### config.mk
export PLATFORM = sky130hd
export DESIGN_NAME = opll_write_scheduler_flat
export DESIGN_NICKNAME = d
export VERILOG_FILES = /design/src/rtl/opll_write_scheduler_if.sv /design/src/rtl/opll_write_scheduler.sv /design/src/flat_wrapper.sv
export SDC_FILE = /design/constraint.sdc
export NUM_CORES = 1
export LEC_CHECK = 0
export ABC_AREA = 1
export CAP_MARGIN = 15
export CORE_MARGIN = 1
export CORE_UTILIZATION = 25
export DETAILED_ROUTE_END_ITERATION = 12
export PLACE_DENSITY = 0.51
export SYNTH_ARGS = -nofsm -noshare
export SYNTH_HDL_FRONTEND = slang
export SYNTH_SLANG_ARGS = --single-unit
export TNS_END_PERCENT = 50
### constraint.sdc
create_clock -name clk -period 4.4 [get_ports clk]
set_input_delay 0.88 -clock clk [delete_from_list [all_inputs] [get_ports clk]]
set_output_delay 0.88 -clock clk [all_outputs]
set_load 0.01 [all_outputs]
### src/rtl/opll_write_scheduler_if.sv
// Bus between the Z80 write decode / tick source and the OPLL write scheduler.
// The scheduler attaches through the slave modport; the driving side uses master.
interface opll_write_scheduler_if #(
  parameter int DEPTH = 16
);
  logic                     tick_3m6;
  logic                     wr_req;
  logic                     wr_a;
  logic [7:0]               wr_data;
  logic                     ovf_clr;
  logic                     opll_cs_n;
  logic                     opll_a;
  logic [7:0]               opll_d;
  logic                     busy;
  logic [$clog2(DEPTH):0]   fifo_level;
  logic                     fifo_full;
  logic                     overflow;

  modport master (
    output tick_3m6, wr_req, wr_a, wr_data, ovf_clr,
    input  opll_cs_n, opll_a, opll_d, busy, fifo_level, fifo_full, overflow
  );

  modport slave (
    input  tick_3m6, wr_req, wr_a, wr_data, ovf_clr,
    output opll_cs_n, opll_a, opll_d, busy, fifo_level, fifo_full, overflow
  );
endinterface

### src/rtl/opll_write_scheduler.sv
// Buffers Z80 writes to the OPLL and replays them with YM2413 recovery spacing
// (address/data busy windows), paced by the 3.58 MHz tick enable.
module opll_write_scheduler #(
  parameter int DEPTH        = 16,
  parameter int STROBE_TICKS = 2,
  parameter int ADDR_WAIT    = 12,
  parameter int DATA_WAIT    = 84
) (
  input  logic                  clk,
  input  logic                  reset_n,
  opll_write_scheduler_if.slave bus
);
  localparam int AW = $clog2(DEPTH);
  localparam int LW = AW + 1;
  localparam logic [LW-1:0] FULL_LEVEL = LW'(DEPTH);
  localparam logic [6:0]    STB_LIM    = 7'(STROBE_TICKS);
  localparam logic [6:0]    ADDR_LIM   = 7'((ADDR_WAIT < STROBE_TICKS) ? STROBE_TICKS : ADDR_WAIT);
  localparam logic [6:0]    DATA_LIM   = 7'((DATA_WAIT < STROBE_TICKS) ? STROBE_TICKS : DATA_WAIT);

  typedef enum logic [1:0] {S_IDLE, S_STROBE, S_WAIT} state_t;

  state_t        r_state, w_state_next;
  logic [8:0]    r_mem [DEPTH];
  logic [AW-1:0] r_wr_ptr, r_rd_ptr;
  logic [LW-1:0] r_level;
  logic          r_overflow;
  logic [6:0]    r_cnt, w_cnt_next, w_cnt_inc, w_limit;
  logic          r_cs_n, w_cs_n_next;
  logic          r_a;
  logic [7:0]    r_d;
  logic          w_pop, w_push, w_drop, w_full;
  logic [8:0]    w_head;

  assign w_full  = (r_level == FULL_LEVEL);
  assign w_head  = r_mem[r_rd_ptr];
  assign w_limit = r_a ? DATA_LIM : ADDR_LIM;
  // A pop in the same clk frees the slot, so a push into a full FIFO is still accepted.
  assign w_push  = bus.wr_req && (!w_full || w_pop);
  assign w_drop  = bus.wr_req && w_full && !w_pop;
  assign w_cnt_inc = (bus.tick_3m6 && (r_cnt != 7'h7F)) ? r_cnt + 7'd1 : r_cnt;

  always_comb begin
    w_state_next = r_state;
    w_cnt_next   = r_cnt;
    w_cs_n_next  = r_cs_n;
    w_pop        = 1'b0;
    case (r_state)
      S_IDLE: begin
        w_cs_n_next = 1'b1;
        if (r_level != '0) begin
          w_pop        = 1'b1;
          w_cs_n_next  = 1'b0;
          w_cnt_next   = '0;
          w_state_next = S_STROBE;
        end
      end
      S_STROBE: begin
        w_cnt_next = w_cnt_inc;
        if (w_cnt_inc >= STB_LIM) begin
          w_cs_n_next  = 1'b1;
          w_state_next = S_WAIT;
        end
      end
      S_WAIT: begin
        // Count carries over from the strobe: the window is measured from strobe start.
        if (w_cnt_inc >= w_limit) begin
          w_cnt_next   = '0;
          w_state_next = S_IDLE;
        end else begin
          w_cnt_next = w_cnt_inc;
        end
      end
      default: begin
        w_cs_n_next  = 1'b1;
        w_state_next = S_IDLE;
      end
    endcase
  end

  always_ff @(posedge clk or negedge reset_n) begin
    if (!reset_n) begin
      r_state    <= S_IDLE;
      r_cnt      <= '0;
      r_cs_n     <= 1'b1;
      r_a        <= 1'b0;
      r_d        <= '0;
      r_wr_ptr   <= '0;
      r_rd_ptr   <= '0;
      r_level    <= '0;
      r_overflow <= 1'b0;
    end else begin
      r_state <= w_state_next;
      r_cnt   <= w_cnt_next;
      r_cs_n  <= w_cs_n_next;
      if (w_pop) begin
        r_a      <= w_head[8];
        r_d      <= w_head[7:0];
        r_rd_ptr <= r_rd_ptr + AW'(1);
      end
      if (w_push) begin
        r_wr_ptr <= r_wr_ptr + AW'(1);
      end
      if (w_push && !w_pop) begin
        r_level <= r_level + LW'(1);
      end else if (w_pop && !w_push) begin
        r_level <= r_level - LW'(1);
      end
      if (w_drop) begin
        r_overflow <= 1'b1;
      end else if (bus.ovf_clr) begin
        r_overflow <= 1'b0;
      end
    end
  end

  always_ff @(posedge clk) begin
    if (w_push) begin
      r_mem[r_wr_ptr] <= {bus.wr_a, bus.wr_data};
    end
  end

  assign bus.opll_cs_n  = r_cs_n;
  assign bus.opll_a     = r_a;
  assign bus.opll_d     = r_d;
  assign bus.busy       = (r_state != S_IDLE);
  assign bus.fifo_level = r_level;
  assign bus.fifo_full  = w_full;
  assign bus.overflow   = r_overflow;
endmodule

### src/flat_wrapper.sv
// flat-port wrapper written by rule: the top's interface ports become plain ports
module opll_write_scheduler_flat 
#(
  parameter int DEPTH        = 16,
  parameter int STROBE_TICKS = 2,
  parameter int ADDR_WAIT    = 12,
  parameter int DATA_WAIT    = 84
)
  (clk, reset_n, bus_tick_3m6, bus_wr_req, bus_wr_a, bus_wr_data, bus_ovf_clr, bus_opll_cs_n, bus_opll_a, bus_opll_d, bus_busy, bus_fifo_level, bus_fifo_full, bus_overflow);
  opll_write_scheduler_if #(.DEPTH(DEPTH)) bus_i ();
  input  logic clk;
  input  logic reset_n;
  input wire logic [$bits(bus_i.tick_3m6)-1:0] bus_tick_3m6;
  input wire logic [$bits(bus_i.wr_req)-1:0] bus_wr_req;
  input wire logic [$bits(bus_i.wr_a)-1:0] bus_wr_a;
  input wire logic [$bits(bus_i.wr_data)-1:0] bus_wr_data;
  input wire logic [$bits(bus_i.ovf_clr)-1:0] bus_ovf_clr;
  output wire logic [$bits(bus_i.opll_cs_n)-1:0] bus_opll_cs_n;
  output wire logic [$bits(bus_i.opll_a)-1:0] bus_opll_a;
  output wire logic [$bits(bus_i.opll_d)-1:0] bus_opll_d;
  output wire logic [$bits(bus_i.busy)-1:0] bus_busy;
  output wire logic [$bits(bus_i.fifo_level)-1:0] bus_fifo_level;
  output wire logic [$bits(bus_i.fifo_full)-1:0] bus_fifo_full;
  output wire logic [$bits(bus_i.overflow)-1:0] bus_overflow;
  assign bus_i.tick_3m6 = bus_tick_3m6;
  assign bus_i.wr_req = bus_wr_req;
  assign bus_i.wr_a = bus_wr_a;
  assign bus_i.wr_data = bus_wr_data;
  assign bus_i.ovf_clr = bus_ovf_clr;
  assign bus_opll_cs_n = bus_i.opll_cs_n;
  assign bus_opll_a = bus_i.opll_a;
  assign bus_opll_d = bus_i.opll_d;
  assign bus_busy = bus_i.busy;
  assign bus_fifo_level = bus_i.fifo_level;
  assign bus_fifo_full = bus_i.fifo_full;
  assign bus_overflow = bus_i.overflow;
  opll_write_scheduler #(.DEPTH(DEPTH), .STROBE_TICKS(STROBE_TICKS), .ADDR_WAIT(ADDR_WAIT), .DATA_WAIT(DATA_WAIT)) u_core (.clk(clk), .reset_n(reset_n), .bus(bus_i));
endmodule
==> results.json, run 1 <==
{
  "status": "completed",
  "numCtsBuffers": 17,
  "slew_headroom_pct": 26.3,
  "path_class": "reg2out",
  "num_vias": 4890,
  "final_common_cell": "edfxtp_1",
  "portBuffers": 31,
  "drc": 0,
  "yosysSeqAreaShare_pct": 67.7,
  "grt_use_total_pct": 12.3,
  "gp_congestion": 0.787,
  "ys_ff_latch": 177,
  "cts-resized-gates": 0,
  "cts_max_level": 4,
  "rows": 63,
  "clock_latency_ns": 0.43,
  "mostFrequentLayoutCells": "edfxtp_1, nor2_1, o21ai_0, nand2_1, inv_1",
  "critPathArrivalTime_ns": 1.86,
  "die_h_um": 176,
  "via_per_inst": 4.48,
  "min_path_type": "reg2reg",
  "drive_gt1_share_pct": 9.84,
  "cts_tree": "done",
  "critPathMaxStageDelay_ns": 0.54,
  "synth_warnings": 0,
  "ys_types": 35,
  "io_pins": 32,
  "clock_skew_ns": 0.0130,
  "hold_viol": 0,
  "slowest_stage": "clkdlybuf4s50_1",
  "fillers": 3052,
  "crit_top_cell": "inv_1",
  "powerDensity_mw_per_mm2": 648,
  "initial_core_util_pct": 25.5,
  "die_w_um": 176,
  "clkSinkCount": 177,
  "syn_nets": 685,
  "die_area_mm2": 0.0311,
  "maxCapViolCount": 0,
  "drtIter0Drc": 432,
  "netlist_area_mm2": 0.00761,
  "final_nets": 722,
  "design.core.area_mm2": 0.0298,
  "p_leak_nw": 3.18,
  "cts-hold-fix-buffers": 0,
  "required_ns": 3.52,
  "cp_cell_sequence": "inv_1 -> ha_1 -> inv_1 -> clkdlybuf4s50_1",
  "wl_per_cell_um": 16.7,
  "grt_pass1_vias": 4900,
  "cp-end-kind": "primary output",
  "grt_max_degree": 75,
  "whs_ns": 0.492,
  "clock_path_buffers": 2,
  "antenna_left": 0,
  "worstPathMaxFanout": 5,
  "tightestPinTransition_ns": 1.10,
  "post-dp-hpwl_mm": 11.2,
  "grt_pass1_wl_mm": 28.7,
  "clock.fmax_mhz": 365,
  "antenna_found_initial": 0,
  "tns_ns": 0,
  "first_pass_iters": 4,
  "finalSetupViolCount": 0,
  "start_kind": "register",
  "post_cts_buffers": 0,
  "avgSynthCellArea_um2": 11.7,
  "overflow": 0,
  "synth_cells": 651,
  "routed_wl_mm": 18.2,
  "peakVddDrop_mv": 0.294,
  "min_period_ns": 2.74,
  "drv_slew": 0,
  "cts.reportedPaths.clkPinSlew_ns": 0.07,
  "area_delta_synth_final_pct": 18.3,
  "cts_root_buf": "clkbuf_16",
  "rsz0062_at_grt": "false",
  "period_share_pct": 62.3,
  "diodes": 0
}
per-stage QoR:
stage / util [%] / cells / cell area [um2] / power [mW] / setup slack (ns)
3_5_place_dp: 28.2 / 1059 / 8400 / 4.38 / 1.36
4_1_cts: 30.2 / 1091 / 9000 / 5.92 / 1.63
6_report: 30.2 / 1091 / 9000 / 5.83 / 1.66
3_3_place_gp: 28.2 / 1059 / 8400 / 4.37 / 1.37
2_1_floorplan: - / 651 / 7610 / 3.62 / 1.98
5_1_grt: 30.2 / 1091 / 9000 / 6.24 / 1.48
kinds of logic after synthesis:
kind of cell,count (synthesis),synth area share [%]
flops,177,67.7
buf+inv,71,3.73
simple gates,229,12.7
compound gates,146,11.5
fa+ha+maj,20,3.39
xor+xnor,8,0.921
registers in the layout, summed over array words and instances (netlist names):
signal                 flops
u_core.bus.fifo_level      5
u_core.bus.opll_a          1
u_core.bus.opll_cs_n       1
u_core.bus.opll_d          8
u_core.bus.overflow        1
u_core.r_cnt               7
u_core.r_mem             144
u_core.r_rd_ptr            4
u_core.r_state             2
u_core.r_wr_ptr            4
area by class of cell:
class | instances | area (um2) | area share [%]
flip-flops and latches | 177 | 5150 | 57.2
multi-input cells | 403 | 2170 | 24.1
well taps | 390 | 488 | 5.42
clock buffers | 18 | 439 | 4.88
repair buffers | 48 | 433 | 4.81
clock inverters | 14 | 163 | 1.81
inverters | 41 | 154 | 1.71
final timing paths:
path | startpoint | endpoint | slack (ns) | cells past startpoint
worst max-delay path | u_core.r_state[0] | bus_busy | 1.66 | 4
worst min-delay path | u_core.bus.opll_cs_n | u_core.bus.opll_cs_n | 0.49 | 2
worst max register to register | u_core.r_state[0] | u_core.bus.fifo_level[4] | 1.80 | 16
worst min register to register | u_core.bus.opll_cs_n | u_core.bus.opll_cs_n | 0.49 | 2
max in group asynchronous | reset_n | u_core.r_rd_ptr[0] | 3.50 | 2
min in group asynchronous | reset_n | u_core.bus.fifo_level[3] | 0.50 | 2
per-layer routing:
| layer | track usage, % | vias up | part of all wire (%) | wire (um) |
|---|---|---|---|---|
| met5 | 0 | - | 0 | 0 |
| met4 | 4.67 | 0 | 1.1 | 192 |
| met3 | 2.17 | 8 | 2.6 | 480 |
| met2 | 20.1 | 66 | 50 | 9010 |
| met1 | 16.2 | 2412 | 47 | 8510 |
| li1 | - | 2404 | - | - |
power breakdown:
part           switching (mW)  internal, mW  total, mW
sequential              0.180          2.09       2.27
clock                   0.703         0.824       1.53
combinational            1.33         0.706       2.03
total                    2.21          3.62       5.83
worst max-delay path: cells and delay by family (launching register included):
| family | cells | cell delay [ns] |
|---|---|---|
| adders and majority gates | 1 | 0.25 |
| buffers and inverters | 3 | 0.75 |
| DFF | 1 | 0.44 |
synthesized netlist by cell type, drive strengths merged:
master | count | area share (%)
a21o | 1 | 0.099
a21oi | 6 | 0.39
a31oi | 9 | 0.74
and3 | 1 | 0.082
buf | 7 | 0.51
clkbuf | 23 | 1.2
clkinv | 1 | 0.049
dfrtp | 32 | 11
dfstp | 1 | 0.35
edfxtp | 144 | 57
fa | 1 | 0.26
ha | 19 | 3.1
inv | 40 | 2.0
nand2 | 71 | 3.9
nand3 | 25 | 1.9
nand4 | 5 | 0.41
nor2 | 126 | 6.4
nor3 | 1 | 0.066
o211ai | 15 | 1.5
o21ai | 85 | 5.6
o221ai | 21 | 2.4
o22ai | 9 | 0.74
xnor2 | 1 | 0.12
xor2 | 7 | 0.81
Power figures use the tool's default switching activity.
==> run 2: changes to the inputs <==
==> constraint.sdc (replaced) <==
create_clock -name clk -period 2.8 [get_ports clk]
set_input_delay 0.56 -clock clk [delete_from_list [all_inputs] [get_ports clk]]
set_output_delay 0.56 -clock clk [all_outputs]
set_load 0.01 [all_outputs]
==> results.json, run 2 (synthesis gave the netlist of run 1 again) <==
{
  "hold_viol": 0,
  "clkSinkCount": 177,
  "drive_gt1_share_pct": 12.0,
  "maxCapViolCount": 0,
  "overflow": 0,
  "cts_max_level": 4,
  "pwr-share-seq_pct": 38.3,
  "cts_tree": "done",
  "dp_cells": 1075,
  "initial_core_util_pct": 25.5,
  "use_met2_pct": 20.7,
  "cts-hold-fix-buffers": 0,
  "reg2reg_slack_ns": 0.28,
  "rows": 63,
  "cp_cell_sequence": "inv_1 -> ha_1 -> inv_1 -> nand2_1 -> nand2_1 -> inv_2 -> ha_1 -> inv_1 -> fa_1 -> a21oi_1 -> nor2_1 -> nor2_1 -> nand2_1 -> nand2_1 -> nor2_1 -> xor2_1",
  "p_int_mw": 5.70,
  "worstPathMaxFanout": 4,
  "first_pass_iters": 5,
  "path_class": "reg2reg",
  "portBuffers": 31,
  "required_ns": 3.11,
  "cts_root_buf": "clkbuf_16",
  "largest_reg_flops": 144,
  "cp-end-kind": "register",
  "status": "completed",
  "powerDensity_mw_per_mm2": 1010,
  "antenna_found_initial": 0,
  "clkPwrFrac_pct": 25.3,
  "die_h_um": 176,
  "final_nets": 738,
  "finalNonFillerCells": 1107,
  "critPathArrivalTime_ns": 2.83,
  "slew_headroom_pct": 55.0,
  "finalSetupViolCount": 0,
  "diodes": 0,
  "clock_latency_ns": 0.43,
  "use_met1_pct": 15.6,
  "min_path_type": "in2async",
  "drv_slew": 0,
  "grt_max_degree": 75,
  "grt_use_total_pct": 12.2,
  "final_area_mm2": 0.00914,
  "p_comb_share_pct": 36.4,
  "die_area_mm2": 0.0311,
  "tightestPinTransition_ns": 0.674,
  "slowest_stage": "dfrtp_1",
  "post-dp-hpwl_mm": 11.5,
  "mostFrequentLayoutCells": "edfxtp_1, nor2_1, o21ai_0, nand2_1, inv_1",
  "tns_ns": 0,
  "period_share_pct": 90.0,
  "final_common_cell": "edfxtp_1",
  "num_vias": 4938,
  "numCtsBuffers": 17,
  "swShare_pct": 38.1,
  "p_sw_mw": 3.51,
  "die_w_um": 176,
  "cts.reportedPaths.clkPinSlew_ns": 0.07,
  "grt_pass1_vias": 4941,
  "min_period_ns": 2.52,
  "critPathMaxStageDelay_ns": 0.42,
  "grt.busiest_layer": "met2",
  "clock_skew_ns": 0.0147,
  "clock_path_buffers": 2,
  "rsz0062_at_grt": "false",
  "gp_congestion": 0.768,
  "drtIter0Drc": 399,
  "wl_per_cell_um": 16.1,
  "clock.fmax_mhz": 397,
  "area_delta_synth_final_pct": 20.1,
  "antenna_left": 0,
  "via_per_inst": 4.46,
  "drc": 0,
  "start_kind": "register",
  "io_pins": 32,
  "grt_use_met3_pct": 2.00,
  "routed_wl_mm": 17.8,
  "placed_cell_area_mm2": 0.00855,
  "p_leak_nw": 3.27,
  "design.core.area_mm2": 0.0298,
  "crit_top_cell": "nand2_1",
  "regMostFlops": "u_core.r_mem",
  "peakVddDrop_mv": 0.551,
  "grt_pass1_wl_mm": 28.4
}
==> run 2: cell count changes in the layout (fill, tap and decap cells not counted), sizes merged <==
cell / change
buf: +16
clkinv: +4
clkinvlp: -2
bufinv: -1
clkbuf: -1
==> run 2: per-stage QoR <==
step	setup slack, ns	hold slack [ns]	power [mW]	util (%)
floorplan	0.378	0.264	5.69	-
global placement	0.189	0.483	6.97	28.7
detailed placement	0.181	0.482	7.01	28.7
finish	0.280	0.144	9.21	30.7
global route	0.0294	0.178	9.88	30.7
CTS	0.269	0.165	9.35	30.7
==> run 2: critical path: cells and delay by family, from the launching register on <==
kind | cells | cell delay (ns)
fa+ha+maj | 3 | 0.82
flops | 1 | 0.42
buf+inv | 4 | 0.39
xor+xnor | 1 | 0.13
compound gates | 1 | 0.14
simple gates | 7 | 0.49
==> run 2: cell type report <==
| type | count | area [um2] |
|---|---|---|
| flip-flops and latches | 177 | 5150 |
| fillers | 3004 | 20700 |
| clock inverters | 15 | 163 |
| clock buffers | 17 | 425 |
| repair buffers | 64 | 578 |
| multi-input cells | 403 | 2170 |
| well taps | 390 | 488 |
| inverters | 41 | 154 |
==> run 2: repair_timing <==
item,in CTS,in global routing
setup buffers,0,0
resized for setup,0,1
endpoints found under the setup margin,0,1
==> run 2: power by group through the flow <==
stage / Combinational, mW / Clock, mW / Sequential (mW)
3_3_place_gp: 3.39 / 0 / 3.58
5_1_grt: 3.80 / 2.49 / 3.59
4_1_cts: 3.43 / 2.39 / 3.53
2_1_floorplan: 2.12 / 0 / 3.57
6_report: 3.35 / 2.33 / 3.53
3_5_place_dp: 3.42 / 0 / 3.59
==> run 2: path summary, 6_finish.rpt <==
| path | from | end | cells after the start |
|---|---|---|---|
| min | reset_n | u_core.bus.fifo_level[3] | 1 |
| min reg2reg | u_core.bus.opll_cs_n | u_core.bus.opll_cs_n | 2 |
| max reg2reg | u_core.r_state[1] | u_core.bus.fifo_level[4] | 16 |
| min in group clk | u_core.bus.opll_cs_n | u_core.bus.opll_cs_n | 2 |
| max in group asynchronous | reset_n | u_core.bus.opll_cs_n | 2 |
| max | u_core.r_state[1] | u_core.bus.fifo_level[4] | 16 |
==> run 2: per-layer routing <==
layer	wire, um	up-vias
met5	0	-
met4	233	0
met3	637	16
met2	8710	68
met1	8240	2420
li1	-	2434
